$ cat src/rtl/sargantana_icache_pkg.sv
// Shared types and default line geometry for the icache IFILL memory-side responder.
package sargantana_icache_pkg;

  localparam int unsigned IFILL_PADDR_W = 40;
  localparam int unsigned IFILL_LINE_W  = 128;
  localparam int unsigned IFILL_BEAT_W  = 64;

  function automatic int unsigned beat_idx_w(input int unsigned n_beats);
    return (n_beats > 1) ? $clog2(n_beats) : 1;
  endfunction

  localparam int unsigned IFILL_N_BEATS    = IFILL_LINE_W / IFILL_BEAT_W;
  localparam int unsigned IFILL_BEAT_IDX_W = beat_idx_w(IFILL_N_BEATS);
  localparam int unsigned IFILL_LINE_OFF_W = $clog2(IFILL_LINE_W / 8);

  typedef enum logic [1:0] {
    IDLE  = 2'd0,
    SEND  = 2'd1,
    RECV  = 2'd2,
    DRAIN = 2'd3
  } ifill_resp_state_t;

  typedef struct packed {
    logic [IFILL_BEAT_W-1:0]     data;
    logic [IFILL_BEAT_IDX_W-1:0] beat;
    logic                        last;
    logic                        error;
  } ifill_beat_t;

endpackage

$ cat src/rtl/sargantana_icache_ifill_resp.sv
// Memory-side IFILL responder: one line-aligned read per fill, beats returned
// through a registered output stage; a kill drains the remaining beats silently.
module sargantana_icache_ifill_resp
  import sargantana_icache_pkg::*;
#(
  parameter  int unsigned PADDR_W    = IFILL_PADDR_W,
  parameter  int unsigned LINE_W     = IFILL_LINE_W,
  parameter  int unsigned BEAT_W     = IFILL_BEAT_W,
  localparam int unsigned N_BEATS    = LINE_W / BEAT_W,
  localparam int unsigned BEAT_IDX_W = beat_idx_w(N_BEATS)
) (
  input  logic                  clk_i,
  input  logic                  rstn_i,
  input  logic                  ifill_req_valid_i,
  input  logic [PADDR_W-1:0]    ifill_req_paddr_i,
  input  logic                  ifill_kill_i,
  output logic                  ifill_sent_ack_o,
  output logic                  ifill_resp_valid_o,
  output logic [BEAT_W-1:0]     ifill_resp_data_o,
  output logic [BEAT_IDX_W-1:0] ifill_resp_beat_o,
  output logic                  ifill_resp_last_o,
  output logic                  ifill_resp_error_o,
  output logic                  mem_req_valid_o,
  output logic [PADDR_W-1:0]    mem_req_addr_o,
  input  logic                  mem_req_ready_i,
  input  logic                  mem_resp_valid_i,
  input  logic [BEAT_W-1:0]     mem_resp_data_i,
  input  logic                  mem_resp_error_i
);

  localparam int unsigned LINE_OFF_W = $clog2(LINE_W / 8);
  localparam logic [PADDR_W-1:0] OFF_MASK = PADDR_W'((64'd1 << LINE_OFF_W) - 64'd1);
  localparam logic [BEAT_IDX_W-1:0] CNT_LAST = BEAT_IDX_W'(N_BEATS - 1);

  ifill_resp_state_t     state_q, state_d;
  logic [BEAT_IDX_W-1:0] cnt_q, cnt_d, cnt_inc;
  logic                  killed_q, killed_d;
  logic                  err_q, err_d;
  logic [PADDR_W-1:0]    addr_q, addr_d;
  ifill_beat_t           out_q, out_d;
  logic                  out_valid_q, out_valid_d;
  logic                  ack_q, ack_d;
  logic                  last_beat;

  assign last_beat = (cnt_q == CNT_LAST);
  assign cnt_inc   = last_beat ? '0 : cnt_q + BEAT_IDX_W'(1);

  always_comb begin
    state_d     = state_q;
    cnt_d       = cnt_q;
    killed_d    = killed_q;
    err_d       = err_q;
    addr_d      = addr_q;
    out_d       = out_q;
    out_d.last  = 1'b0;
    out_d.error = 1'b0;
    out_valid_d = 1'b0;

    unique case (state_q)
      IDLE: begin
        // ack_q still high while the last beat is on the output: no accept yet
        if (ifill_req_valid_i && !ifill_kill_i && !ack_q) begin
          state_d  = SEND;
          addr_d   = ifill_req_paddr_i & ~OFF_MASK;
          cnt_d    = '0;
          killed_d = 1'b0;
          err_d    = 1'b0;
        end
      end
      SEND: begin
        if (ifill_kill_i) killed_d = 1'b1;
        if (mem_req_ready_i) state_d = (killed_q || ifill_kill_i) ? DRAIN : RECV;
      end
      RECV: begin
        if (mem_resp_valid_i) begin
          cnt_d = cnt_inc;
          err_d = err_q | mem_resp_error_i;
        end
        // A beat coinciding with the kill is still counted so the drain ends on time
        if (ifill_kill_i) begin
          killed_d = 1'b1;
          state_d  = (mem_resp_valid_i && last_beat) ? IDLE : DRAIN;
        end else if (mem_resp_valid_i) begin
          out_valid_d = 1'b1;
          out_d.data  = mem_resp_data_i;
          out_d.beat  = cnt_q;
          out_d.last  = last_beat;
          out_d.error = last_beat & (err_q | mem_resp_error_i);
          if (last_beat) state_d = IDLE;
        end
      end
      DRAIN: begin
        if (mem_resp_valid_i) begin
          cnt_d = cnt_inc;
          if (last_beat) state_d = IDLE;
        end
      end
      default: state_d = IDLE;
    endcase

    ack_d = (state_d != IDLE) || (out_valid_d && out_d.last);
  end

  always_ff @(posedge clk_i or negedge rstn_i) begin
    if (!rstn_i) begin
      state_q     <= IDLE;
      cnt_q       <= '0;
      killed_q    <= 1'b0;
      err_q       <= 1'b0;
      addr_q      <= '0;
      out_q       <= '0;
      out_valid_q <= 1'b0;
      ack_q       <= 1'b0;
    end else begin
      state_q     <= state_d;
      cnt_q       <= cnt_d;
      killed_q    <= killed_d;
      err_q       <= err_d;
      addr_q      <= addr_d;
      out_q       <= out_d;
      out_valid_q <= out_valid_d;
      ack_q       <= ack_d;
    end
  end

  assign ifill_sent_ack_o   = ack_q;
  assign ifill_resp_valid_o = out_valid_q;
  assign ifill_resp_data_o  = out_q.data;
  assign ifill_resp_beat_o  = out_q.beat;
  assign ifill_resp_last_o  = out_q.last;
  assign ifill_resp_error_o = out_q.error;
  assign mem_req_valid_o    = (state_q == SEND);
  assign mem_req_addr_o     = addr_q;

endmodule
$ cat config.mk
export PLATFORM = sky130hd
export DESIGN_NAME = sargantana_icache_ifill_resp
export DESIGN_NICKNAME = d
export VERILOG_FILES = /design/src/rtl/sargantana_icache_pkg.sv /design/src/rtl/sargantana_icache_ifill_resp.sv
export SDC_FILE = /design/constraint.sdc
export NUM_CORES = 1
export LEC_CHECK = 0
export CORE_MARGIN = 8
export CORE_UTILIZATION = 41
export CTS_BUF_LIST = sky130_fd_sc_hd__clkbuf_8
export DETAILED_ROUTE_END_ITERATION = 10
export GPL_TIMING_DRIVEN = 1
export PLACE_DENSITY = 0.93
export SLEW_MARGIN = 10
export SYNTH_ARGS = -nofsm -noshare
export SYNTH_HDL_FRONTEND = slang
export SYNTH_SLANG_ARGS = --single-unit
$ cat constraint.sdc
create_clock -name clk_i -period 3.9 [get_ports clk_i]
set_input_delay 0.39 -clock clk_i [delete_from_list [all_inputs] [get_ports clk_i]]
set_output_delay 0.39 -clock clk_i [all_outputs]
set_load 0.02 [all_outputs]
==> impl_metrics.prom, run 1 <==
# TYPE chip_impl_metric gauge
chip_impl_info{name="critPathKind",value="register to register"} 1
chip_impl_info{name="yosysTopAreaCell",value="dfrtp_1"} 1
chip_impl_metric{name="post_synth_and_or_nand_nor_area_fraction",unit="%"} 18.7
chip_impl_metric{name="grt_antenna_before_repair",unit=""} 0
chip_impl_metric{name="final_design_area_no_fill",unit="sq um"} 6830
chip_impl_metric{name="clock_tree.buffer_depth",unit=""} 2
chip_impl_metric{name="clk_pin_slew",unit="ns"} 0.10
chip_impl_metric{name="vdd.ir_drop.worst",unit="V"} 0.000499
chip_impl_metric{name="netlist_area",unit="sq um"} 4470
chip_impl_metric{name="place.detailed.hpwl",unit="um"} 10100
chip_impl_metric{name="p_leak",unit="nW"} 3.24
chip_impl_metric{name="post_cts_hold_buffer_count",unit=""} 0
chip_impl_info{name="worstSetupEndpointType",value="register"} 1
chip_impl_info{name="worst_setup_path_start_kind",value="register"} 1
chip_impl_metric{name="post_synth_mux_area_share",unit="%"} 11.6
chip_impl_metric{name="drive_gt1_share",unit="%"} 9.35
chip_impl_metric{name="setup-violations-final",unit=""} 0
chip_impl_metric{name="fin_tns_setup",unit="ns"} 0
chip_impl_metric{name="synth_xor_area_share",unit="%"} 0
chip_impl_info{name="synth_top_family_by_area",value="simple AND/OR/NAND/NOR gates"} 1
chip_impl_metric{name="yosys.area.top_type_share",unit="%"} 61.6
chip_impl_info{name="clock_tree_from_tritoncts",value="yes"} 1
chip_impl_metric{name="synth_seq_cells",unit=""} 110
chip_impl_metric{name="post_cts_buffers",unit=""} 0
chip_impl_info{name="min_path_type",value="input port to async pin"} 1
chip_impl_metric{name="cts_inserted_buffers",unit=""} 9
chip_impl_metric{name="seq_area_frac_synth",unit="%"} 61.6
chip_impl_metric{name="instances_no_fill",unit=""} 760
chip_impl_metric{name="routed_wl",unit="um"} 13200
chip_impl_metric{name="ioPinCount",unit=""} 221
chip_impl_metric{name="clock-skew-final",unit="ns"} 0.0131
chip_impl_metric{name="cts_htree_levels",unit=""} 3
chip_impl_metric{name="insertion_delay",unit="ns"} 0.36
chip_impl_metric{name="syn2layout_area_growth",unit="%"} 52.7
chip_impl_metric{name="global_route_wire_length_before_repair",unit="um"} 20400
chip_impl_info{name="cell_with_the_most_instances_after_synthesis",value="nand2_1"} 1
chip_impl_info{name="synth_top_cells_by_area",value="dfrtp_1 (62%), nand2_1 (17%), mux2_4 (10%)"} 1
chip_impl_metric{name="synth_edf_count",unit=""} 0
chip_impl_metric{name="vias",unit=""} 3571
chip_impl_metric{name="post_synthesis_adder_cell_area_fraction",unit="%"} 1.40
chip_impl_metric{name="initialDrtViolationCount",unit=""} 212
chip_impl_metric{name="core_region_area",unit="sq um"} 10700
chip_impl_metric{name="placement.cell_area",unit="sq um"} 6640
chip_impl_metric{name="globalplace.congestion",unit=""} 0.846
chip_impl_metric{name="die_w",unit="um"} 120
chip_impl_metric{name="num-fill-cells",unit=""} 851
chip_impl_metric{name="dpl.cell_count",unit=""} 745
chip_impl_metric{name="number_of_buffer_cells_added_on_primary_ports",unit=""} 212
chip_impl_metric{name="route.detailed.drc",unit=""} 0
chip_impl_metric{name="cts.repair.resized",unit=""} 0
chip_impl_info{name="top_cells_by_instance_count_after_synthesis",value="nand2_1 (200), dfrtp_1 (110), mux2_4 (30)"} 1
chip_impl_metric{name="layout_min_cycle_time",unit="ns"} 2.86
chip_impl_metric{name="grt_max_degree",unit=""} 85
chip_impl_metric{name="drtAntennaViolNets",unit=""} 0
chip_impl_metric{name="final-hold-violation-count",unit=""} 0
chip_impl_metric{name="num_rows",unit=""} 38
chip_impl_metric{name="vias_in_the_first_global_route",unit=""} 3837
chip_impl_metric{name="syn-mean-instance-area",unit="sq um"} 10.9
chip_impl_metric{name="yosys_warnings",unit=""} 0
chip_impl_metric{name="timing.critical_path.required",unit="ns"} 4.20
chip_impl_metric{name="detail_route.first_pass.iterations",unit=""} 4
chip_impl_metric{name="asyncSetResetFlopFracSynth",unit="%"} 100
chip_impl_metric{name="fp.dieArea",unit="sq um"} 14500
chip_impl_metric{name="antenna_cells_inserted",unit=""} 0
chip_impl_metric{name="timing.final.crit_share",unit="%"} 73.3
chip_impl_metric{name="leftover_overflow_at_the_end_of_global_routing",unit=""} 0
chip_impl_metric{name="power_density",unit="nW/um^2"} 792
chip_impl_metric{name="post_synth_inst_count",unit=""} 409
chip_impl_metric{name="maxCapViolCount",unit=""} 0
chip_impl_info{name="clock_root_cell",value="clkbuf_8"} 1
chip_impl_metric{name="tritoncts_num_sinks",unit=""} 110
chip_impl_metric{name="max-slew-margin-rel",unit="%"} 32.7
chip_impl_metric{name="critical_path.max_fanout",unit=""} 66
chip_impl_metric{name="floorplan.initialDensity",unit="%"} 41.6
chip_impl_metric{name="avgViaCountPerCell",unit=""} 4.70
chip_impl_metric{name="synth.distinct_cells",unit=""} 32
chip_impl_info{name="synth-main-ff-cell",value="dfrtp_1"} 1
chip_impl_info{name="outcome",value="complete, no violations"} 1
chip_impl_info{name="rsz_0062_raised_after_global_routing",value="false"} 1
chip_impl_metric{name="max_freq",unit="MHz"} 350
chip_impl_metric{name="global_route.usage.total",unit="%"} 17.9
chip_impl_metric{name="timing.final.max_slew_violations",unit=""} 0
chip_impl_metric{name="timing.critical_path.arrival",unit="ns"} 3.16
chip_impl_metric{name="final_nets",unit=""} 732
chip_impl_metric{name="synth-compound-area-share",unit="%"} 2.63
chip_impl_metric{name="transition_time_at_the_pin_with_the_least_slew_margin",unit="ns"} 1.01
chip_impl_metric{name="dieHeight",unit="um"} 120
chip_impl_metric{name="drt-wirelength-per-cell",unit="um"} 17.4
## worst paths after layout
path	startpoint	end	slack, ns	cells past startpoint
worst max register to register	state_q[0]	ifill_resp_data_o[44]	1.04	9
worst max-delay path	state_q[0]	ifill_resp_data_o[44]	1.04	9
max in group asynchronous	rstn_i	ifill_resp_error_o	2.73	2
worst min register to register	ifill_resp_data_o[4]	ifill_resp_data_o[4]	0.48	2
min in group clk_i	ifill_resp_data_o[4]	ifill_resp_data_o[4]	0.48	2
worst min-delay path	rstn_i	ifill_resp_data_o[55]	0.21	1
## metal layers
layer / global-route usage (%) / routed length (um) / vias to the layer above
li1: - / - / 1686
met1: 20.4 / 5340 / 1694
met2: 30.5 / 6390 / 175
met3: 6.15 / 1240 / 16
met4: 6.64 / 223 / 0
met5: 0 / 0 / -
## metrics by stage
step           setup slack, ns  power (W)  util (%)  hold slack (ns)
2_1_floorplan             2.18    0.00336         -           0.0944
3_3_place_gp              1.03    0.00466      61.8            0.457
3_5_place_dp             0.929    0.00478      61.8            0.462
4_1_cts                   1.07    0.00547      63.6            0.216
5_1_grt                  0.862    0.00571      63.6            0.293
6_report                  1.04    0.00541      63.6            0.206
## cell type report
type / instances / area, sq um / share of cell area [%]
sequential: 110 / 2750 / 40.3
tap: 140 / 175 / 2.57
multi-input combinational: 274 / 1550 / 22.7
inverter: 6 / 22.5 / 0.330
clock inverter: 6 / 63.8 / 0.934
clock buffer: 9 / 124 / 1.81
timing repair buffer: 215 / 2140 / 31.4
## flip-flops by register name, summed over array words and instances (netlist names)
register	flops
ifill_resp_error_o	1
ifill_sent_ack_o	1
ifill_resp_data_o	64
ifill_resp_beat_o	1
state_q	2
ifill_resp_valid_o	1
err_q	1
ifill_resp_last_o	1
mem_req_addr_o	36
cnt_q	1
killed_q	1
## cell usage in the layout (no fill, tap or decap)
cell type / instances
a211o_1: 1
a21bo_2: 1
a21o_1: 1
a21oi_1: 3
a22o_1: 1
a2bb2o_1: 1
a32oi_1: 1
and2_1: 1
buf_4: 4
bufinv_16: 1
clkbuf_8: 9
clkdlybuf4s50_1: 211
clkinv_2: 1
clkinv_4: 1
clkinvlp_4: 1
conb_1: 4
dfrtp_1: 110
ha_1: 5
inv_1: 6
inv_2: 1
inv_6: 1
mux2_2: 6
mux2_4: 30
nand2_1: 200
nand3b_1: 1
nor2_1: 4
nor2_8: 1
nor2b_1: 1
nor3b_1: 2
o21ai_0: 5
o221ai_1: 1
o22a_1: 1
o22ai_1: 1
or2_2: 1
or3b_1: 1
## critical path, cell delays in order (launching register included)
cell     delay, ns
dfrtp_1       0.46
inv_1         0.13
ha_1          0.23
nand2_1       0.07
or2_2         0.26
buf_4         0.31
inv_2         0.66
buf_4         0.40
nand2_1       0.10
nand2_1       0.07
## power by group
group | internal, W | total (W) | switching [W]
Sequential | 0.00166 | 0.00197 | 0.000309
Combinational | 0.00139 | 0.00276 | 0.00138
Clock | 0.000294 | 0.000676 | 0.000381
Total | 0.00334 | 0.00541 | 0.00207
## cells by family (layout without fill, tap and decap cells)
family	Yosys count	count (layout)
compound gates	17	17
flops	110	110
other cells	1	4
simple gates	212	212
fa+ha+maj	5	5
mux	36	36
buf+inv	28	236
Note: power is estimated with default switching activity, not from simulation.
==> inputs of run 2 (changes only) <==
==> constraint.sdc (replaced) <==
create_clock -name clk_i -period 2.95 [get_ports clk_i]
set_input_delay 0.295 -clock clk_i [delete_from_list [all_inputs] [get_ports clk_i]]
set_output_delay 0.295 -clock clk_i [all_outputs]
set_load 0.02 [all_outputs]
==> impl_metrics.prom, run 2 (same netlist as run 1, synthesis figures left out) <==
# TYPE chip_impl_metric gauge
chip_impl_info{name="outcome",value="finished with violations"} 1
chip_impl_info{name="violations",value="negative hold slack"} 1
chip_impl_info{name="clock_root_cell",value="clkbuf_8"} 1
chip_impl_metric{name="initialDrtViolationCount",unit=""} 233
chip_impl_metric{name="die_w",unit="um"} 120
chip_impl_metric{name="maxCapViolCount",unit=""} 0
chip_impl_metric{name="drt-wirelength-per-cell",unit="um"} 17.3
chip_impl_metric{name="layout_min_cycle_time",unit="ns"} 2.11
chip_impl_metric{name="switching_share",unit="%"} 38.3
chip_impl_metric{name="clock-skew-final",unit="ns"} 0.00958
chip_impl_metric{name="vdd.ir_drop.worst",unit="V"} 0.000622
chip_impl_metric{name="globalplace.congestion",unit=""} 0.838
chip_impl_metric{name="max_freq",unit="MHz"} 474
chip_impl_metric{name="seq_power_share",unit="%"} 36.2
chip_impl_metric{name="dp_worst_setup_slack",unit="ns"} 0.475
chip_impl_metric{name="clk_pin_slew",unit="ns"} 0.11
chip_impl_metric{name="fp.dieArea",unit="sq um"} 14500
chip_impl_metric{name="final_ws_setup",unit="ns"} 0.842
chip_impl_metric{name="cts.repair.resized",unit=""} 0
chip_impl_metric{name="worst_path_largest_cell_delay",unit="ns"} 0.58
chip_impl_info{name="rsz_0062_raised_after_global_routing",value="false"} 1
chip_impl_metric{name="post_cts_hold_buffer_count",unit=""} 0
chip_impl_metric{name="cts_htree_levels",unit=""} 3
chip_impl_metric{name="drtAntennaViolNets",unit=""} 0
chip_impl_metric{name="timing.final.crit_share",unit="%"} 71.5
chip_impl_metric{name="vias",unit=""} 3608
chip_impl_info{name="worstSetupEndpointType",value="register"} 1
chip_impl_metric{name="power_frac_comb",unit="%"} 50.3
chip_impl_metric{name="transition_time_at_the_pin_with_the_least_slew_margin",unit="ns"} 0.695
chip_impl_metric{name="timing.critical_path.arrival",unit="ns"} 2.37
chip_impl_metric{name="vias_in_the_first_global_route",unit=""} 3920
chip_impl_info{name="cp_slowest_cell",value="or3b_1"} 1
chip_impl_metric{name="num_rows",unit=""} 38
chip_impl_metric{name="fin_tns_setup",unit="ns"} 0
chip_impl_info{name="min_path_type",value="input port to async pin"} 1
chip_impl_metric{name="met1Wirelength",unit="um"} 5140
chip_impl_metric{name="leftover_overflow_at_the_end_of_global_routing",unit=""} 0
chip_impl_metric{name="place.detailed.hpwl",unit="um"} 9980
chip_impl_metric{name="timing.critical_path.required",unit="ns"} 3.21
chip_impl_metric{name="p_int",unit="W"} 0.00446
chip_impl_metric{name="avgViaCountPerCell",unit=""} 4.73
chip_impl_metric{name="drive_gt1_share",unit="%"} 9.95
chip_impl_metric{name="p_sw",unit="W"} 0.00277
chip_impl_metric{name="max-slew-margin-rel",unit="%"} 53.6
chip_impl_metric{name="global_route.usage.total",unit="%"} 17.9
chip_impl_info{name="cp_cell_sequence",value="clkdlybuf4s50_1 -> or3b_1 -> nor2_8 -> buf_4 -> mux2_4"} 1
chip_impl_metric{name="detail_route.first_pass.iterations",unit=""} 4
chip_impl_metric{name="critical_path.max_fanout",unit=""} 15
chip_impl_metric{name="syn2layout_area_growth",unit="%"} 54.4
chip_impl_metric{name="met2_length",unit="um"} 6580
chip_impl_info{name="most-common-layout-cells",value="clkdlybuf4s50_1 (211), nand2_1 (200), dfrtp_1 (110)"} 1
chip_impl_metric{name="clkPwrFrac",unit="%"} 13.4
chip_impl_metric{name="antenna_cells_inserted",unit=""} 0
chip_impl_info{name="top_layer",value="met4"} 1
chip_impl_metric{name="global_route_wire_length_before_repair",unit="um"} 20800
chip_impl_metric{name="final_nets",unit=""} 734
chip_impl_metric{name="dieHeight",unit="um"} 120
chip_impl_metric{name="p_leak",unit="nW"} 3.27
chip_impl_info{name="worst_setup_path_start_kind",value="input port"} 1
chip_impl_info{name="clock_tree_from_tritoncts",value="yes"} 1
chip_impl_metric{name="largest_reg_flops",unit=""} 64
chip_impl_metric{name="detailroute.wirelength.met3",unit="um"} 1330
chip_impl_metric{name="fin_hold_ws",unit="ns"} -0.0126
chip_impl_metric{name="post_cts_buffers",unit=""} 0
chip_impl_metric{name="number_of_buffer_cells_added_on_primary_ports",unit=""} 212
chip_impl_metric{name="timing.final.max_slew_violations",unit=""} 0
chip_impl_info{name="mostFrequentLayoutCell",value="clkdlybuf4s50_1"} 1
chip_impl_metric{name="grt_max_degree",unit=""} 111
chip_impl_metric{name="routed_wl",unit="um"} 13200
chip_impl_metric{name="core_region_area",unit="sq um"} 10700
chip_impl_metric{name="grt_antenna_before_repair",unit=""} 0
chip_impl_info{name="critPathKind",value="input port to register"} 1
chip_impl_metric{name="tritoncts_num_sinks",unit=""} 110
chip_impl_metric{name="route.detailed.drc",unit=""} 0
chip_impl_metric{name="floorplan.initialDensity",unit="%"} 41.6
chip_impl_metric{name="setup-violations-final",unit=""} 0
chip_impl_metric{name="final_core_util",unit="%"} 64.3
chip_impl_metric{name="ioPinCount",unit=""} 221
chip_impl_metric{name="insertion_delay",unit="ns"} 0.36
chip_impl_metric{name="final-hold-violation-count",unit=""} 5
chip_impl_metric{name="cts_inserted_buffers",unit=""} 9
chip_impl_metric{name="power_density",unit="nW/um^2"} 1050
chip_impl_metric{name="clock_tree.buffer_depth",unit=""} 2
run 2: changes by cell type in the layout (fill, tap and decap cells not counted), sizes merged:
cell / delta
inv: +2
buf: +2
clkinv: -1
run 2: layer usage:
metal  global-route usage [%]  up-vias
li1                         -     1690
met5                        0        -
met4                     5.54        0
met3                     7.27       18
met2                     30.9      166
met1                     19.7     1734
run 2: worst paths after layout:
| kind | from | endpoint | slack [ns] | cells past startpoint |
|---|---|---|---|---|
| setup / recovery | ifill_kill_i | mem_req_addr_o[11] | 0.84 | 5 |
| hold reg to reg | ifill_resp_data_o[28] | ifill_resp_data_o[28] | 0.48 | 2 |
| setup reg to reg | state_q[0] | mem_req_addr_o[11] | 0.95 | 6 |
| max in group asynchronous | rstn_i | ifill_resp_data_o[18] | 2.53 | 2 |
| hold / removal | rstn_i | ifill_resp_data_o[57] | -0.01 | 2 |
| min in group clk_i | mem_resp_data_i[10] | ifill_resp_data_o[10] | 0.44 | 3 |
run 2: critical path: cells and delay by family:
| family | cells | cell delay [ns] |
|---|---|---|
| buffers and inverters | 2 | 0.80 |
| and+or+nand+nor | 2 | 0.93 |
| muxes | 1 | 0.32 |
run 2: layout make-up:
type                    instances  area [sq um]
well taps                     140           175
fillers                       799          3840
repair buffers                217          2190
inverters                       6          22.5
multi-input cells             274          1550
flip-flops and latches        110          2750
clock buffers                   9           124
clock inverters                 7          88.8
run 2: through the flow:
stage          hold WS, ns  area, sq um  power, W  std cells
5_1_grt             0.0171         6910   0.00763        763
4_1_cts            0.00417         6910   0.00731        763
3_5_place_dp         0.423         6690   0.00632        747
6_report           -0.0126         6910   0.00723        763
2_1_floorplan    -0.000591         4480   0.00444        412
3_3_place_gp         0.408         6690   0.00616        747
run 2: power by group through the flow:
stage	combinational, W	sequential [W]	clock [W]
after floorplan	0.00103	0.00341	0
after global placement	0.00358	0.00259	0
after detailed placement	0.00367	0.00265	0
after CTS	0.00369	0.00262	0.00100
after global routing	0.00388	0.00270	0.00106
final	0.00364	0.00262	0.000970
==> inputs of run 3 (changes only) <==
--- a/config.mk
+++ b/config.mk
@@ -6,11 +6,11 @@
 export NUM_CORES = 1
 export LEC_CHECK = 0
 export CORE_MARGIN = 8
-export CORE_UTILIZATION = 41
+export CORE_UTILIZATION = 38
 export CTS_BUF_LIST = sky130_fd_sc_hd__clkbuf_8
 export DETAILED_ROUTE_END_ITERATION = 10
 export GPL_TIMING_DRIVEN = 1
-export PLACE_DENSITY = 0.93
+export PLACE_DENSITY = 0.91
 export SLEW_MARGIN = 10
 export SYNTH_ARGS = -nofsm -noshare
 export SYNTH_HDL_FRONTEND = slang
==> constraint.sdc (replaced) <==
create_clock -name clk_i -period 1.9 [get_ports clk_i]
set_input_delay 0.19 -clock clk_i [delete_from_list [all_inputs] [get_ports clk_i]]
set_output_delay 0.19 -clock clk_i [all_outputs]
set_load 0.02 [all_outputs]
==> impl_metrics.prom, run 3 (same netlist as run 1, synthesis figures left out) <==
# TYPE chip_impl_metric gauge
chip_impl_metric{name="fin_total_pwr",unit="W"} 0.0114
chip_impl_metric{name="p_sw",unit="W"} 0.00426
chip_impl_info{name="mostFrequentLayoutCell",value="clkdlybuf4s50_1"} 1
chip_impl_metric{name="vdd.ir_drop.worst",unit="V"} 0.00103
chip_impl_info{name="outcome",value="complete, no violations"} 1
chip_impl_info{name="min_path_type",value="input port to async pin"} 1
chip_impl_info{name="cp_slowest_cell",value="dfrtp_1"} 1
chip_impl_metric{name="place.detailed.hpwl",unit="um"} 10300
chip_impl_info{name="worstSetupEndpointType",value="register"} 1
chip_impl_metric{name="vias",unit=""} 3669
chip_impl_metric{name="route.detailed.drc",unit=""} 0
chip_impl_metric{name="fin_tns_setup",unit="ns"} 0
chip_impl_metric{name="antenna_cells_inserted",unit=""} 0
chip_impl_metric{name="r2r_slack",unit="ns"} 0.12
chip_impl_metric{name="clk_pin_slew",unit="ns"} 0.10
chip_impl_metric{name="drive_gt1_share",unit="%"} 11.5
chip_impl_metric{name="timing.final.max_slew_violations",unit=""} 0
chip_impl_metric{name="timing.final.crit_share",unit="%"} 93.7
chip_impl_metric{name="timing.critical_path.required",unit="ns"} 2.16
chip_impl_metric{name="critical_path.max_fanout",unit=""} 18
chip_impl_metric{name="grt_max_degree",unit=""} 56
chip_impl_metric{name="core_region_area",unit="sq um"} 11500
chip_impl_metric{name="num-fill-cells",unit=""} 889
chip_impl_metric{name="drt-wirelength-per-cell",unit="um"} 17.3
chip_impl_metric{name="globalplace.congestion",unit=""} 0.818
chip_impl_metric{name="setup-violations-final",unit=""} 0
chip_impl_info{name="critPathCapture",value="mem_req_addr_o[4]"} 1
chip_impl_metric{name="die_w",unit="um"} 124
chip_impl_metric{name="worst-path-buf-inv",unit=""} 3
chip_impl_info{name="clock_root_cell",value="clkbuf_8"} 1
chip_impl_metric{name="switching_share",unit="%"} 37.5
chip_impl_info{name="r2r-start",value="state_q[1]"} 1
chip_impl_metric{name="avgViaCountPerCell",unit=""} 4.73
chip_impl_metric{name="syn2layout_area_growth",unit="%"} 57.3
chip_impl_info{name="worst_r2r_endpoint",value="mem_req_addr_o[4]"} 1
chip_impl_metric{name="worst-path-stages",unit=""} 6
chip_impl_metric{name="drtAntennaViolNets",unit=""} 0
chip_impl_metric{name="routed_wl",unit="um"} 13400
chip_impl_info{name="cp_cell_sequence",value="inv_1 -> ha_2 -> inv_1 -> nor2_8 -> buf_12 -> mux2_2"} 1
chip_impl_metric{name="num_rows",unit=""} 39
chip_impl_metric{name="clkPwrFrac",unit="%"} 14.0
chip_impl_metric{name="final-hold-violation-count",unit=""} 0
chip_impl_metric{name="max_freq",unit="MHz"} 562
chip_impl_metric{name="p_int",unit="W"} 0.00711
chip_impl_metric{name="clock_tree.buffer_depth",unit=""} 2
chip_impl_info{name="worst_setup_sp",value="state_q[1]"} 1
chip_impl_info{name="crit_path_frequent_cell",value="inv_1"} 1
chip_impl_info{name="rsz_0062_raised_after_global_routing",value="false"} 1
chip_impl_metric{name="seq_power_share",unit="%"} 35.8
chip_impl_metric{name="post_cts_buffers",unit=""} 0
chip_impl_metric{name="fp.dieArea",unit="sq um"} 15500
chip_impl_info{name="clock_tree_from_tritoncts",value="yes"} 1
chip_impl_metric{name="p_leak",unit="nW"} 3.34
chip_impl_metric{name="layout_min_cycle_time",unit="ns"} 1.78
chip_impl_metric{name="clock-skew-final",unit="ns"} 0.00804
chip_impl_metric{name="final_nets",unit=""} 744
chip_impl_metric{name="timing.critical_path.arrival",unit="ns"} 2.04
chip_impl_info{name="worst_path_dominant_cell_family",value="flip-flops"} 1
chip_impl_metric{name="grt_antenna_before_repair",unit=""} 0
chip_impl_metric{name="initialDrtViolationCount",unit=""} 274
chip_impl_metric{name="power_frac_comb",unit="%"} 50.2
chip_impl_metric{name="cts_htree_levels",unit=""} 3
chip_impl_metric{name="number_of_buffer_cells_added_on_primary_ports",unit=""} 212
chip_impl_info{name="worst_setup_path_start_kind",value="register"} 1
chip_impl_metric{name="maxCapViolCount",unit=""} 0
chip_impl_metric{name="floorplan.initialDensity",unit="%"} 39.0
chip_impl_info{name="most-common-layout-cells",value="clkdlybuf4s50_1 (210), nand2_1 (200), dfrtp_1 (109)"} 1
chip_impl_info{name="critPathKind",value="register to register"} 1
chip_impl_metric{name="global_route.usage.total",unit="%"} 16.8
chip_impl_metric{name="r2r_cells",unit=""} 6
chip_impl_metric{name="worst_path_largest_cell_delay",unit="ns"} 0.47
chip_impl_metric{name="tritoncts_num_sinks",unit=""} 110
chip_impl_metric{name="insertion_delay",unit="ns"} 0.37
chip_impl_metric{name="power_density",unit="nW/um^2"} 1620
chip_impl_metric{name="vias_in_the_first_global_route",unit=""} 3776
chip_impl_metric{name="largest_reg_flops",unit=""} 64
chip_impl_metric{name="ioPinCount",unit=""} 221
chip_impl_metric{name="global_route_wire_length_before_repair",unit="um"} 20900
chip_impl_metric{name="dieHeight",unit="um"} 124
chip_impl_metric{name="leftover_overflow_at_the_end_of_global_routing",unit=""} 0
chip_impl_metric{name="detail_route.first_pass.iterations",unit=""} 4
chip_impl_metric{name="cts_inserted_buffers",unit=""} 9
run 3: worst min-delay path by stage:
stage            from  slack (ns)            endpoint
2_1_floorplan  rstn_i       -0.11               cnt_q
3_3_place_gp   rstn_i        0.14  mem_req_addr_o[13]
3_5_place_dp   rstn_i        0.15  mem_req_addr_o[13]
4_1_cts        rstn_i        0.27  mem_req_addr_o[13]
5_1_grt        rstn_i        0.29  mem_req_addr_o[13]
6_report       rstn_i        0.30  mem_req_addr_o[13]
run 3: final cells by class:
cell class	instances	area, sq um	share of cell area, %
inverter	6	25.0	0.356
clock inverter	6	93.8	1.33
multi-input combinational	274	1550	22.1
timing repair buffer	227	2290	32.6
tap	143	179	2.54
sequential	110	2750	39.2
clock buffer	10	138	1.96
run 3: repair_timing:
action,4_1_cts,5_1_grt
hold endpoints to repair,27,0
resized for setup,1,4
hold buffers,1,0
pin swaps,0,0
setup endpoints to repair,1,52
cloned,0,1
run 3: metrics by stage:
step                      hold WS, ns  setup slack, ns  instances  cell area (sq um)  utilization [%]
final                           0.297            0.120        776               7030             61.3
after global routing            0.290           0.0386        776               7030             61.3
after floorplan                -0.106            0.178        412               4480                -
after CTS                       0.273           0.0552        775               7000             61.0
after global placement          0.139          -0.0758        758               6760             58.9
after detailed placement        0.146           -0.118        758               6760             58.9
run 3: layer usage:
layer	share of wire, %	GRT usage (%)
met5	0	0
met4	2.3	6.73
met3	8.1	6.04
met2	47	26.6
met1	43	20.4
run 3: worst register-to-register path, cell delays in order, from the launching register on:
cell	delay [ns]
dfrtp_1	0.47
inv_1	0.14
ha_2	0.23
inv_1	0.11
nor2_8	0.17
buf_12	0.20
mux2_2	0.35
run 3: power by group through the flow:
stage | Clock, W | Combinational (W) | Sequential (W)
after floorplan | 0 | 0.00160 | 0.00530
after global placement | 0 | 0.00557 | 0.00404
after detailed placement | 0 | 0.00574 | 0.00411
after CTS | 0.00165 | 0.00576 | 0.00407
after global routing | 0.00173 | 0.00609 | 0.00420
final | 0.00159 | 0.00571 | 0.00407
